<file path="src/rtl/ipml_fifo_pkg.sv">
// Shared configuration helpers for the prefetch FIFO write-side packer.
// Holds the legality check, the pack_cnt width function and the default pad value.
package ipml_fifo_pkg;

  localparam int unsigned PackPadDefault = 0;
  localparam int unsigned PackRatioMin   = 2;
  localparam int unsigned PackRatioMax   = 16;

  function automatic int unsigned pack_cnt_width(input int unsigned ratio);
    return (ratio < 2) ? 1 : $clog2(ratio);
  endfunction

  function automatic bit pack_cfg_ok(input int unsigned in_w, input int unsigned ratio,
                                     input int unsigned wr_w, input int unsigned cnt_w);
    return (in_w > 0) && (ratio >= PackRatioMin) && (ratio <= PackRatioMax) &&
           (wr_w == in_w * ratio) && (cnt_w > 0);
  endfunction

endpackage

</file>
<file path="src/rtl/ipml_wr_pack_acc.sv">
// Beat accumulator and slot counter for the write-side packer.
// With IPML_PACKER_PAD_EN defined, a beat flagged last closes the word and pads the upper slots.
module ipml_wr_pack_acc import ipml_fifo_pkg::*; #(
  parameter int unsigned                 c_IN_DATA_WIDTH = 8,
  parameter int unsigned                 c_PACK_RATIO    = 4,
  parameter logic [c_IN_DATA_WIDTH-1:0]  c_PAD_VALUE     = '0,
  localparam int unsigned                CntW            = pack_cnt_width(c_PACK_RATIO),
  localparam int unsigned                WordW           = c_IN_DATA_WIDTH * c_PACK_RATIO
) (
  input  logic                       clk_i,
  input  logic                       rst_i,
  input  logic [c_IN_DATA_WIDTH-1:0] beat_data_i,
  input  logic                       beat_fire_i,
  input  logic                       beat_last_i,
  output logic [CntW-1:0]            pack_cnt_o,
  output logic                       word_done_o,
  output logic [WordW-1:0]           word_data_o
);

  localparam logic [CntW-1:0] LastSlot = CntW'(c_PACK_RATIO - 1);

  logic [WordW-1:0] acc_q, acc_d;
  logic [CntW-1:0]  cnt_q, cnt_d;

  // Current accumulator with the presented beat merged in; only consumed on an accepted beat.
  always_comb begin
    word_data_o = acc_q;
    for (int k = 0; k < int'(c_PACK_RATIO); k++) begin
      if (CntW'(k) == cnt_q) begin
        word_data_o[k*c_IN_DATA_WIDTH +: c_IN_DATA_WIDTH] = beat_data_i;
      end
`ifdef IPML_PACKER_PAD_EN
      else if (beat_last_i && (CntW'(k) > cnt_q)) begin
        word_data_o[k*c_IN_DATA_WIDTH +: c_IN_DATA_WIDTH] = c_PAD_VALUE;
      end
`endif
    end
  end

`ifdef IPML_PACKER_PAD_EN
  assign word_done_o = beat_fire_i & ((cnt_q == LastSlot) | beat_last_i);
`else
  logic [c_IN_DATA_WIDTH:0] unused_pad;
  assign unused_pad  = {beat_last_i, c_PAD_VALUE};
  assign word_done_o = beat_fire_i & (cnt_q == LastSlot);
`endif

  always_comb begin
    acc_d = acc_q;
    cnt_d = cnt_q;
    if (word_done_o) begin
      acc_d = '0;
      cnt_d = '0;
    end else if (beat_fire_i) begin
      acc_d = word_data_o;
      cnt_d = cnt_q + 1'b1;
    end
  end

  always_ff @(posedge clk_i or posedge rst_i) begin
    if (rst_i) begin
      acc_q <= '0;
      cnt_q <= '0;
    end else begin
      acc_q <= acc_d;
      cnt_q <= cnt_d;
    end
  end

  assign pack_cnt_o = cnt_q;

endmodule

</file>
<file path="src/rtl/ipml_fifo_wr_packer_v1_0.sv">
// Write-side producer for the prefetch FIFO: packs narrow beats into FIFO words.
// Optional feature macro: IPML_PACKER_PAD_EN (in_last flushes a partial, padded word).
module ipml_fifo_wr_packer_v1_0 import ipml_fifo_pkg::*; #(
  parameter int unsigned                c_IN_DATA_WIDTH = 8,
  parameter int unsigned                c_PACK_RATIO    = 4,
  parameter int unsigned                c_WR_DATA_WIDTH = 32,
  parameter logic [c_IN_DATA_WIDTH-1:0] c_PAD_VALUE     = c_IN_DATA_WIDTH'(PackPadDefault),
  parameter int unsigned                c_CNT_WIDTH     = 16,
  localparam int unsigned               CntW            = pack_cnt_width(c_PACK_RATIO)
) (
  input  logic                       wr_clk,
  input  logic                       wr_rst,
  input  logic [c_IN_DATA_WIDTH-1:0] in_data,
  input  logic                       in_valid,
  input  logic                       in_last,
  output logic                       in_ready,
  output logic [c_WR_DATA_WIDTH-1:0] wr_data,
  output logic                       wr_en,
  input  logic                       wr_vld,
  output logic [CntW-1:0]            pack_cnt,
  output logic [c_CNT_WIDTH-1:0]     word_cnt
);

  if (!pack_cfg_ok(c_IN_DATA_WIDTH, c_PACK_RATIO, c_WR_DATA_WIDTH, c_CNT_WIDTH)) begin : g_cfg_err
    $error("ipml_fifo_wr_packer_v1_0: illegal packer configuration");
  end

  logic                       beat_fire;
  logic                       word_done;
  logic [c_WR_DATA_WIDTH-1:0] word_data;

  logic                       out_vld_q, out_vld_d;
  logic [c_WR_DATA_WIDTH-1:0] wr_data_q, wr_data_d;
  logic [c_CNT_WIDTH-1:0]     word_cnt_q, word_cnt_d;

  ipml_wr_pack_acc #(
    .c_IN_DATA_WIDTH (c_IN_DATA_WIDTH),
    .c_PACK_RATIO    (c_PACK_RATIO),
    .c_PAD_VALUE     (c_PAD_VALUE)
  ) u_acc (
    .clk_i       (wr_clk),
    .rst_i       (wr_rst),
    .beat_data_i (in_data),
    .beat_fire_i (beat_fire),
    .beat_last_i (in_last),
    .pack_cnt_o  (pack_cnt),
    .word_done_o (word_done),
    .word_data_o (word_data)
  );

  assign wr_en     = out_vld_q & wr_vld;
  assign beat_fire = in_valid & in_ready;

`ifdef IPML_PACKER_PAD_EN
  assign in_ready = ~wr_rst & (~out_vld_q | wr_vld);
`else
  localparam logic [CntW-1:0] LastSlot = CntW'(c_PACK_RATIO - 1);
  // Only the word-completing beat needs a free output register.
  assign in_ready = ~wr_rst & (~out_vld_q | wr_vld | (pack_cnt != LastSlot));
`endif

  always_comb begin
    out_vld_d  = out_vld_q & ~wr_en;
    wr_data_d  = wr_data_q;
    word_cnt_d = word_cnt_q + c_CNT_WIDTH'(wr_en);
    if (word_done) begin
      out_vld_d = 1'b1;
      wr_data_d = word_data;
    end
  end

  always_ff @(posedge wr_clk or posedge wr_rst) begin
    if (wr_rst) begin
      out_vld_q  <= 1'b0;
      wr_data_q  <= '0;
      word_cnt_q <= '0;
    end else begin
      out_vld_q  <= out_vld_d;
      wr_data_q  <= wr_data_d;
      word_cnt_q <= word_cnt_d;
    end
  end

  assign wr_data  = wr_data_q;
  assign word_cnt = word_cnt_q;

endmodule

</file>
<file path="config.mk">
export PLATFORM = sky130hd
export DESIGN_NAME = ipml_fifo_wr_packer_v1_0
export DESIGN_NICKNAME = d
export VERILOG_FILES = /design/src/rtl/ipml_fifo_pkg.sv /design/src/rtl/ipml_wr_pack_acc.sv /design/src/rtl/ipml_fifo_wr_packer_v1_0.sv
export SDC_FILE = /design/constraint.sdc
export NUM_CORES = 1
export LEC_CHECK = 0
export CORE_ASPECT_RATIO = 0.75
export CORE_MARGIN = 3
export CORE_UTILIZATION = 40
export DETAILED_ROUTE_END_ITERATION = 8
export REMOVE_ABC_BUFFERS = 1
export SKIP_CTS_REPAIR_TIMING = 1
export SYNTH_ARGS = -nofsm -noshare
export SYNTH_HDL_FRONTEND = slang
export SYNTH_HIERARCHICAL = 1
export SYNTH_SLANG_ARGS = --single-unit
</file>
<file path="constraint.sdc">
create_clock -name wr_clk -period 6.31 [get_ports wr_clk]
set_input_delay 1.262 -clock wr_clk [delete_from_list [all_inputs] [get_ports wr_clk]]
set_output_delay 1.262 -clock wr_clk [all_outputs]
set_load 0.01 [all_outputs]
</file>
==> results of run 1 <==
sequential cells by signal, summed over array words and instances (netlist names):
signal,flops
wr_data,32
u_acc/pack_cnt_o,2
word_cnt,16
u_acc/acc_q,32
out_vld_q,1
worst paths after layout:
check / slack, ns / cells past startpoint / end
max in group asynchronous: 4.08 / 2 / wr_data[3]$_DFFE_PP0P_
min reg2reg: 0.47 / 1 / word_cnt[15]$_DFF_PP0_
max: 2.41 / 9 / wr_data[14]$_DFFE_PP0P_
min: 0.47 / 1 / word_cnt[15]$_DFF_PP0_
min in group asynchronous: 1.43 / 3 / u_acc/pack_cnt_o[1]$_DFFE_PP0P_
max reg2reg: 3.37 / 8 / wr_data[14]$_DFFE_PP0P_
layout make-up:
cell class              instances  area (sq um)  share of cell area (%)
clock inverters                 3         65.06                   1.337
inverters                      11         41.29                  0.8485
clock buffers                  11         232.7                   4.783
flip-flops and latches         83          2077                   42.68
repair buffers                 67         660.6                   13.58
multi-input cells             189          1629                   33.48
well taps                     128         160.2                   3.291
kinds of logic (layout without fill, tap and decap cells):
| kind of cell | count (synthesis) | in the layout | share of synthesized area [%] |
|---|---|---|---|
| compound gates | 29 | 29 | 6.246 |
| xor+xnor | 14 | 14 | 3.188 |
| fa+ha+maj | 7 | 7 | 2.277 |
| buf+inv | 26 | 92 | 3.643 |
| flops | 83 | 83 | 54.00 |
| mux | 59 | 59 | 17.27 |
| simple gates | 80 | 80 | 13.37 |
where the power goes:
group / switching [uW] / internal, uW
sequential: 104 / 709
combinational: 308 / 429
clock: 199 / 342
stage by stage:
step	total power [uW]	cell area, sq um	setup WS, ns
finish	2091	4866	2.411
detailed placement	1566	4568	1.987
CTS	2120	4866	2.335
global placement	1550	4568	2.041
global route	2221	4866	2.163
floorplan	1232	3747	2.648
worst reg2reg max path, stage by stage (launching register included):
cell and delay, ns:
dfrtp_1 0.36, nor2b_1 0.14, a31oi_1 0.19, and2_1 0.16, buf_4 0.33, nand2_2 0.21, inv_1 0.75, buf_4 0.33
mux2_2 0.35
metal layers:
layer  vias to the layer above  share of wire, %  track usage [%]
met4                         0               1.4            5.207
met2                        43                43            22.90
met3                         9               4.4            5.197
li1                       1193                 -                -
met1                      1253                52            22.12
met5                         -                 0                0
placed cells by master (no fill, tap or decap), drive strengths merged, types with 2 or more instances in the layout:
cell type,count
o21ai,4
and3b,2
xor2,11
and4b,8
nand4b,5
o221ai,5
nand2b,5
clkbuf,11
nor4,4
a211o,8
nor2,4
nor2b,9
clkdlybuf4s50,63
xnor2,3
mux2,59
a22o,11
dfrtp,83
ha,7
nand2,17
buf,4
inv,11
nand3,6
nand4,4
nor3,4
and2,10
bufinv,2
==> flow_summary.yaml, run 1 <==
yosys:
  ys_async_sr_fraction_pct: 100.0
  synthCells: 298
  synth_top_cell_by_area: "dfrtp_1"
  yosysSeqAreaShare_pct: 54.00
  synth_warnings: 6
  synthTopCellsByArea: "dfrtp_1 (54%), mux2_2 (13%), mux2_1 (4.7%)"
  synthFlopType: "dfrtp_1"
  synth-seq-cells: 83
  syn_area_sq_um: 3846
  synth_cell_types: 36
  yosysTopAreaCellShare_pct: 54.00
  synth-edff-count: 0
  synth_common_cells: "dfrtp_1 (83), mux2_2 (43), mux2_1 (16), nand2_1 (16)"
  synth_most_common_cell: "dfrtp_1"
  postSynthAreaPerCell_sq_um: 12.91
critical_path:
  crit_required_ns: 6.53
  crit_family: "buffers and inverters"
  crit_chain: "clkdlybuf4s50_1 > nor2b_1 > a31oi_1 > and2_1 > buf_4 > nand2_2 > inv_1 > buf_4 > mux2_2"
  critPathBufInv: 4
  cp_common_cell: "buf_4"
  endpoint_kind: "flop"
  worst_path_max_delay_cell: "inv_1"
  critPathLaunchType: "input pin"
  r2r_start: "out_vld_q$_DFF_PP0_"
  crit_path_max_incr_delay_ns: 0.75
  startpoint: "wr_vld"
  worstPathMaxFanout: 35
  critPathKind: "in -> reg"
  worst_ep_arrival_time_ns: 4.11
clocking:
  clkTransAtPathRegs_ns: 0.06
  clock_sinks: 83
  clk_path_buf_depth: 2
  htreeDepth: 3
  root_buffer: "clkbuf_16"
  clock_latency_ns: 0.33
  cts_inserted_buffers: 9
  cts_tree: "done"
hold_path:
  hp-class: "reg -> reg"
  hold_path.startpoint: "word_cnt[15]$_DFF_PP0_"
die:
  die_area_sq_um: 10840
  die_y_microns: 90.92
  initial_core_util_pct: 41.82
  die_x_microns: 119.2
  core_region_area_sq_um: 9196
  io_pins: 65
  rows: 30
detailed_routing:
  drt-pass1-iter-count: 4
  drtAntennaViolNets: 0
  drcViolationCount: 0
  via_per_inst: 5.077
  detail_route.wl_per_cell_microns: 15.91
  vias: 2498
  postRouteWirelength_microns: 7829
  drt_iter0_drc: 109
power:
  leakage_uw: 0.002192
  pwr_density_cell_nw_per_um2: 429.7
  vdd.ir_drop.worst_mv: 0.2135
run_status:
  status: "complete, no violations"
grt:
  grt_pass1_wl_microns: 13400
  grtUsageTotal_pct: 15.75
  antenna_found_initial: 0
  grt_pass1_vias: 2507
  grt_remaining_overflow: 0
  grt_max_degree: 50
placed_design:
  dpl.cell_count: 478
  gp_congestion: 0.7294
  port-buffer-count: 63
  dp_hpwl_microns: 5191
timing:
  max_freq_mhz: 256.5
  setup_viol: 0
  report.final.slew_viol_count: 0
  period_minus_slack_ns: 3.899
  hold_viol: 0
  max-slew-margin-rel_pct: 30.12
  tightestPinTransition_ns: 1.047
  finalCritPeriodShare_pct: 61.80
  tns_ns: 0
  hold_ws_ns: 0.4719
  clock-skew-final_ns: 0.007001
  rsz0062_at_grt: "no"
cells_and_area:
  instances_no_fill: 492
  syn_to_final_growth_pct: 26.51
  drive_gt1_share_pct: 18.68
  nNetsFinal: 381
  final_util_pct: 52.91
  n_fill_cell: 834
  n_antenna_cell: 0
run:
  drv_cap: 0
No activity file was read; power rests on OpenSTA's default activity.
==> inputs of run 2 (changes only) <==
Clock period 6.31 ns to 3.8 ns, I/O delays scaled along.
==> flow_summary.yaml, run 2 (synthesis gave the netlist of run 1 again) <==
run_status:
  status: "complete, no violations"
timing:
  tightestPinTransition_ns: 1.042
  clock-skew-final_ns: 0.006180
  tns_ns: 0
  rsz0062_at_grt: "no"
  setup_viol: 0
  layout_setup_ws_ns: 0.9849
  report.final.slew_viol_count: 0
  max_freq_mhz: 355.2
  finalCritPeriodShare_pct: 74.08
  hold_viol: 0
  period_minus_slack_ns: 2.815
  max-slew-margin-rel_pct: 30.46
clocking:
  htreeDepth: 3
  clk_path_buf_depth: 2
  cts_inserted_buffers: 9
  clkTransAtPathRegs_ns: 0.06
  clock_sinks: 83
  root_buffer: "clkbuf_16"
  clock_latency_ns: 0.33
  cts_tree: "done"
die:
  io_pins: 65
  core_region_area_sq_um: 9196
  initial_core_util_pct: 41.82
  rows: 30
  die_area_sq_um: 10840
  die_y_microns: 90.92
  die_x_microns: 119.2
hold_path:
  hp-class: "reg -> reg"
critical_path:
  worst_ep_arrival_time_ns: 2.06
  endpoint_kind: "output port"
  crit_required_ns: 3.04
  critPathKind: "in -> out"
  worstPathMaxFanout: 2
  critPathLaunchType: "input pin"
cells_and_area:
  drive_gt1_share_pct: 19.40
  instances_no_fill: 494
  final_common_cell: "dfrtp_1"
  mostFrequentLayoutCells: "dfrtp_1 (83), clkdlybuf4s50_1 (63), mux2_2 (43)"
  n_antenna_cell: 0
  syn_to_final_growth_pct: 27.65
  n_fill_cell: 800
  nNetsFinal: 381
  final_util_pct: 53.39
placed_design:
  dp_hpwl_microns: 5236
  port-buffer-count: 63
  pre_cts_ws_ns: 0.7174
  gp_congestion: 0.7334
  dpl.cell_count: 478
detailed_routing:
  drtAntennaViolNets: 0
  detail_route.wl_per_cell_microns: 15.76
  drt-pass1-iter-count: 4
  drcViolationCount: 0
  drt_iter0_drc: 133
  postRouteWirelength_microns: 7784
  via_per_inst: 5.040
  vias: 2490
run:
  drv_cap: 0
power:
  vdd.ir_drop.worst_mv: 0.4248
  pwr_density_cell_nw_per_um2: 715.7
  leakage_uw: 0.002208
  power.total_uw: 3514
grt:
  grtUsageTotal_pct: 15.35
  grt_max_degree: 50
  use_met3_pct: 6.074
  grt_pass1_vias: 2443
  busiest_layer: "met2"
  grt_pass1_wl_microns: 13080
  grt_use_met2_pct: 21.96
  grt_remaining_overflow: 0
  grt_util_met1_pct: 21.88
  antenna_found_initial: 0
==> run 2: cell count changes in the layout (fill, tap and decap cells not counted) <==
cell | previous run | this run
clkbuf_8 | 0 | 2
buf_12 | 0 | 1
buf_4 | 4 | 3
clkbuf_1 | 2 | 1
clkinvlp_4 | 0 | 1
==> run 2: stage by stage <==
stage	area (sq um)	hold slack, ns
2_1_floorplan	3747	0.4455
3_3_place_gp	4581	0.4548
3_5_place_dp	4581	0.4605
4_1_cts	4910	0.4700
5_1_grt	4910	0.4896
6_report	4910	0.4627
==> run 2: layer usage <==
layer | vias up | wire, microns
met5 | - | 0
met4 | 0 | 60
met3 | 6 | 392
met2 | 57 | 3417
met1 | 1225 | 3914
li1 | 1202 | -
==> run 2: final timing paths <==
path	cells after the start	startpoint	end	slack, ns
worst max register to register	6	u_acc/pack_cnt_o[0]$_DFFE_PP0P_	wr_data[19]$_DFFE_PP0P_	1.50
worst min register to register	1	word_cnt[15]$_DFF_PP0_	word_cnt[15]$_DFF_PP0_	0.46
min in group asynchronous	3	wr_rst	u_acc/pack_cnt_o[0]$_DFFE_PP0P_	0.92
worst max-delay path	4	wr_vld	in_ready	0.98
worst min-delay path	1	word_cnt[15]$_DFF_PP0_	word_cnt[15]$_DFF_PP0_	0.46
max in group asynchronous	2	wr_rst	wr_data[21]$_DFFE_PP0P_	2.10
==> run 2: worst max-delay path, stage by stage <==
cell	delay, ns
clkdlybuf4s50_1	0.48
nor2b_1	0.07
a31oi_1	0.19
clkdlybuf4s50_1	0.56
==> run 2: cell type report <==
type / count / area, sq um / share of cell area (%)
Sequential cell: 83 / 2077 / 42.30
Multi-Input combinational cell: 189 / 1629 / 33.18
Timing Repair Buffer: 67 / 673.1 / 13.71
Clock buffer: 12 / 256.5 / 5.224
Tap cell: 128 / 160.2 / 3.262
Clock inverter: 4 / 72.57 / 1.478
Inverter: 11 / 41.29 / 0.8410
==> run 2: power breakdown <==
group	switching, uW	total [uW]	internal, uW
combinational	514	1230	714
clock	330	940	610
sequential	170	1350	1180
==> inputs of run 3 (changes only) <==
Clock period 3.8 ns to 2.7 ns, I/O delays scaled along.
==> flow_summary.yaml, run 3 (synthesis gave the netlist of run 1 again) <==
die:
  core_region_area_sq_um: 9196
  die_x_microns: 119.2
  die_y_microns: 90.92
  initial_core_util_pct: 41.82
  io_pins: 65
  die_area_sq_um: 10840
  rows: 30
cells_and_area:
  n_fill_cell: 833
  mostFrequentLayoutCells: "dfrtp_1 (83), clkdlybuf4s50_1 (63), mux2_2 (43)"
  n_antenna_cell: 0
  seq_area_sq_um: 2077
  syn_to_final_growth_pct: 27.03
  drive_gt1_share_pct: 19.51
  final_common_cell: "dfrtp_1"
  nNetsFinal: 385
  multi_input_area_sq_um: 1629
detailed_routing:
  detail_route.wl_per_cell_microns: 15.60
  vias: 2501
  drt-pass1-iter-count: 4
  postRouteWirelength_microns: 7751
  via_per_inst: 5.032
  drt_iter0_drc: 117
  drtAntennaViolNets: 0
  drcViolationCount: 0
power:
  power.total_uw: 4719
  vdd.ir_drop.worst_mv: 0.5192
  pwr_density_cell_nw_per_um2: 965.9
  leakage_uw: 0.002199
clocking:
  clock_sinks: 83
  cts_inserted_buffers: 9
  cts_tree: "done"
  root_buffer: "clkbuf_16"
  clock_latency_ns: 0.33
  clk_path_buf_depth: 2
  htreeDepth: 3
  clkTransAtPathRegs_ns: 0.06
run_status:
  status: "complete, no violations"
grt:
  grt_max_degree: 35
  antenna_found_initial: 0
  grt_pass1_wl_microns: 13390
  grt_pass1_vias: 2517
  grtUsageTotal_pct: 15.56
  grt_remaining_overflow: 0
critical_path:
  critPathLaunchType: "input pin"
  critPathKind: "in -> out"
  endpoint_kind: "output port"
  crit_required_ns: 2.16
  crit_chain: "clkdlybuf4s50_1 > nor2b_1 > a31oi_1 > clkdlybuf4s50_1"
  worst_ep_arrival_time_ns: 1.84
  worst_path_max_delay_cell: "clkdlybuf4s50_1"
  cp_common_cell: "clkdlybuf4s50_1"
  crit_path_max_incr_delay_ns: 0.57
  crit_family: "buffers and inverters"
  worstPathMaxFanout: 2
  critPathBufInv: 2
timing:
  layout_setup_ws_ns: 0.3226
  max_freq_mhz: 420.6
  max-slew-margin-rel_pct: 53.95
  hold_viol: 0
  clock-skew-final_ns: 0.006668
  finalCritPeriodShare_pct: 88.05
  rsz0062_at_grt: "no"
  report.final.slew_viol_count: 0
  period_minus_slack_ns: 2.377
  tightestPinTransition_ns: 0.6907
  setup_viol: 0
  hold_ws_ns: 0.4610
hold_path:
  hp-class: "reg -> reg"
run:
  drv_cap: 0
placed_design:
  gp_congestion: 0.7192
  pre_cts_ws_ns: 0.2117
  port-buffer-count: 63
  dp_hpwl_microns: 5383
-- run 3: final timing paths --
kind | start | endpoint | slack [ns] | cells past startpoint
worst max-delay path | wr_vld | in_ready | 0.32 | 4
worst min-delay path | word_cnt[15]$_DFF_PP0_ | word_cnt[15]$_DFF_PP0_ | 0.46 | 1
worst max register to register | u_acc/pack_cnt_o[0]$_DFFE_PP0P_ | wr_data[28]$_DFFE_PP0P_ | 0.66 | 4
worst min register to register | word_cnt[15]$_DFF_PP0_ | word_cnt[15]$_DFF_PP0_ | 0.46 | 1
max in group asynchronous | wr_rst | wr_data[28]$_DFFE_PP0P_ | 1.51 | 3
min in group asynchronous | wr_rst | word_cnt[1]$_DFF_PP0_ | 0.66 | 2
-- run 3: report_power, final --
part | total, uW | internal [uW] | switching, uW
combinational | 1730 | 1010 | 719
sequential | 1900 | 1660 | 239
clock | 1090 | 642 | 448
total | 4720 | 3310 | 1410
-- run 3: worst register-to-register path, delay by kind of cell, from the launching register on --
kind / cells / cell delay, ns
multiplexers: 2 / 0.65
buffers and inverters: 1 / 0.35
flip-flops: 1 / 0.44
adder cells (fa/ha/maj): 1 / 0.48
-- run 3: layout make-up --
cell class,count,share of cell area (%)
clock buffer,13,5.122
inverter,11,0.8451
timing repair buffer,71,14.65
clock inverter,2,0.2561
sequential,83,42.51
tap,128,3.278
multi-input combinational,189,33.34
-- run 3: per-stage QoR --
step	utilization, %	setup TNS (ns)	area, sq um	cells
global placement	50.27	0	4623	482
finish	53.13	0	4886	497
detailed placement	50.27	0	4623	482
CTS	53.13	0	4886	497
floorplan	-	-7.681	3747	283
global route	53.13	0	4886	497
-- run 3: per-layer routing --
layer  vias to the layer above  wire (microns)  global-route usage [%]
li1                       1199               -                       -
met1                      1259            4012                   22.66
met2                        41            3429                   22.57
met3                         2             274                   4.696
met4                         0              35                   4.050
met5                         -               0                       0
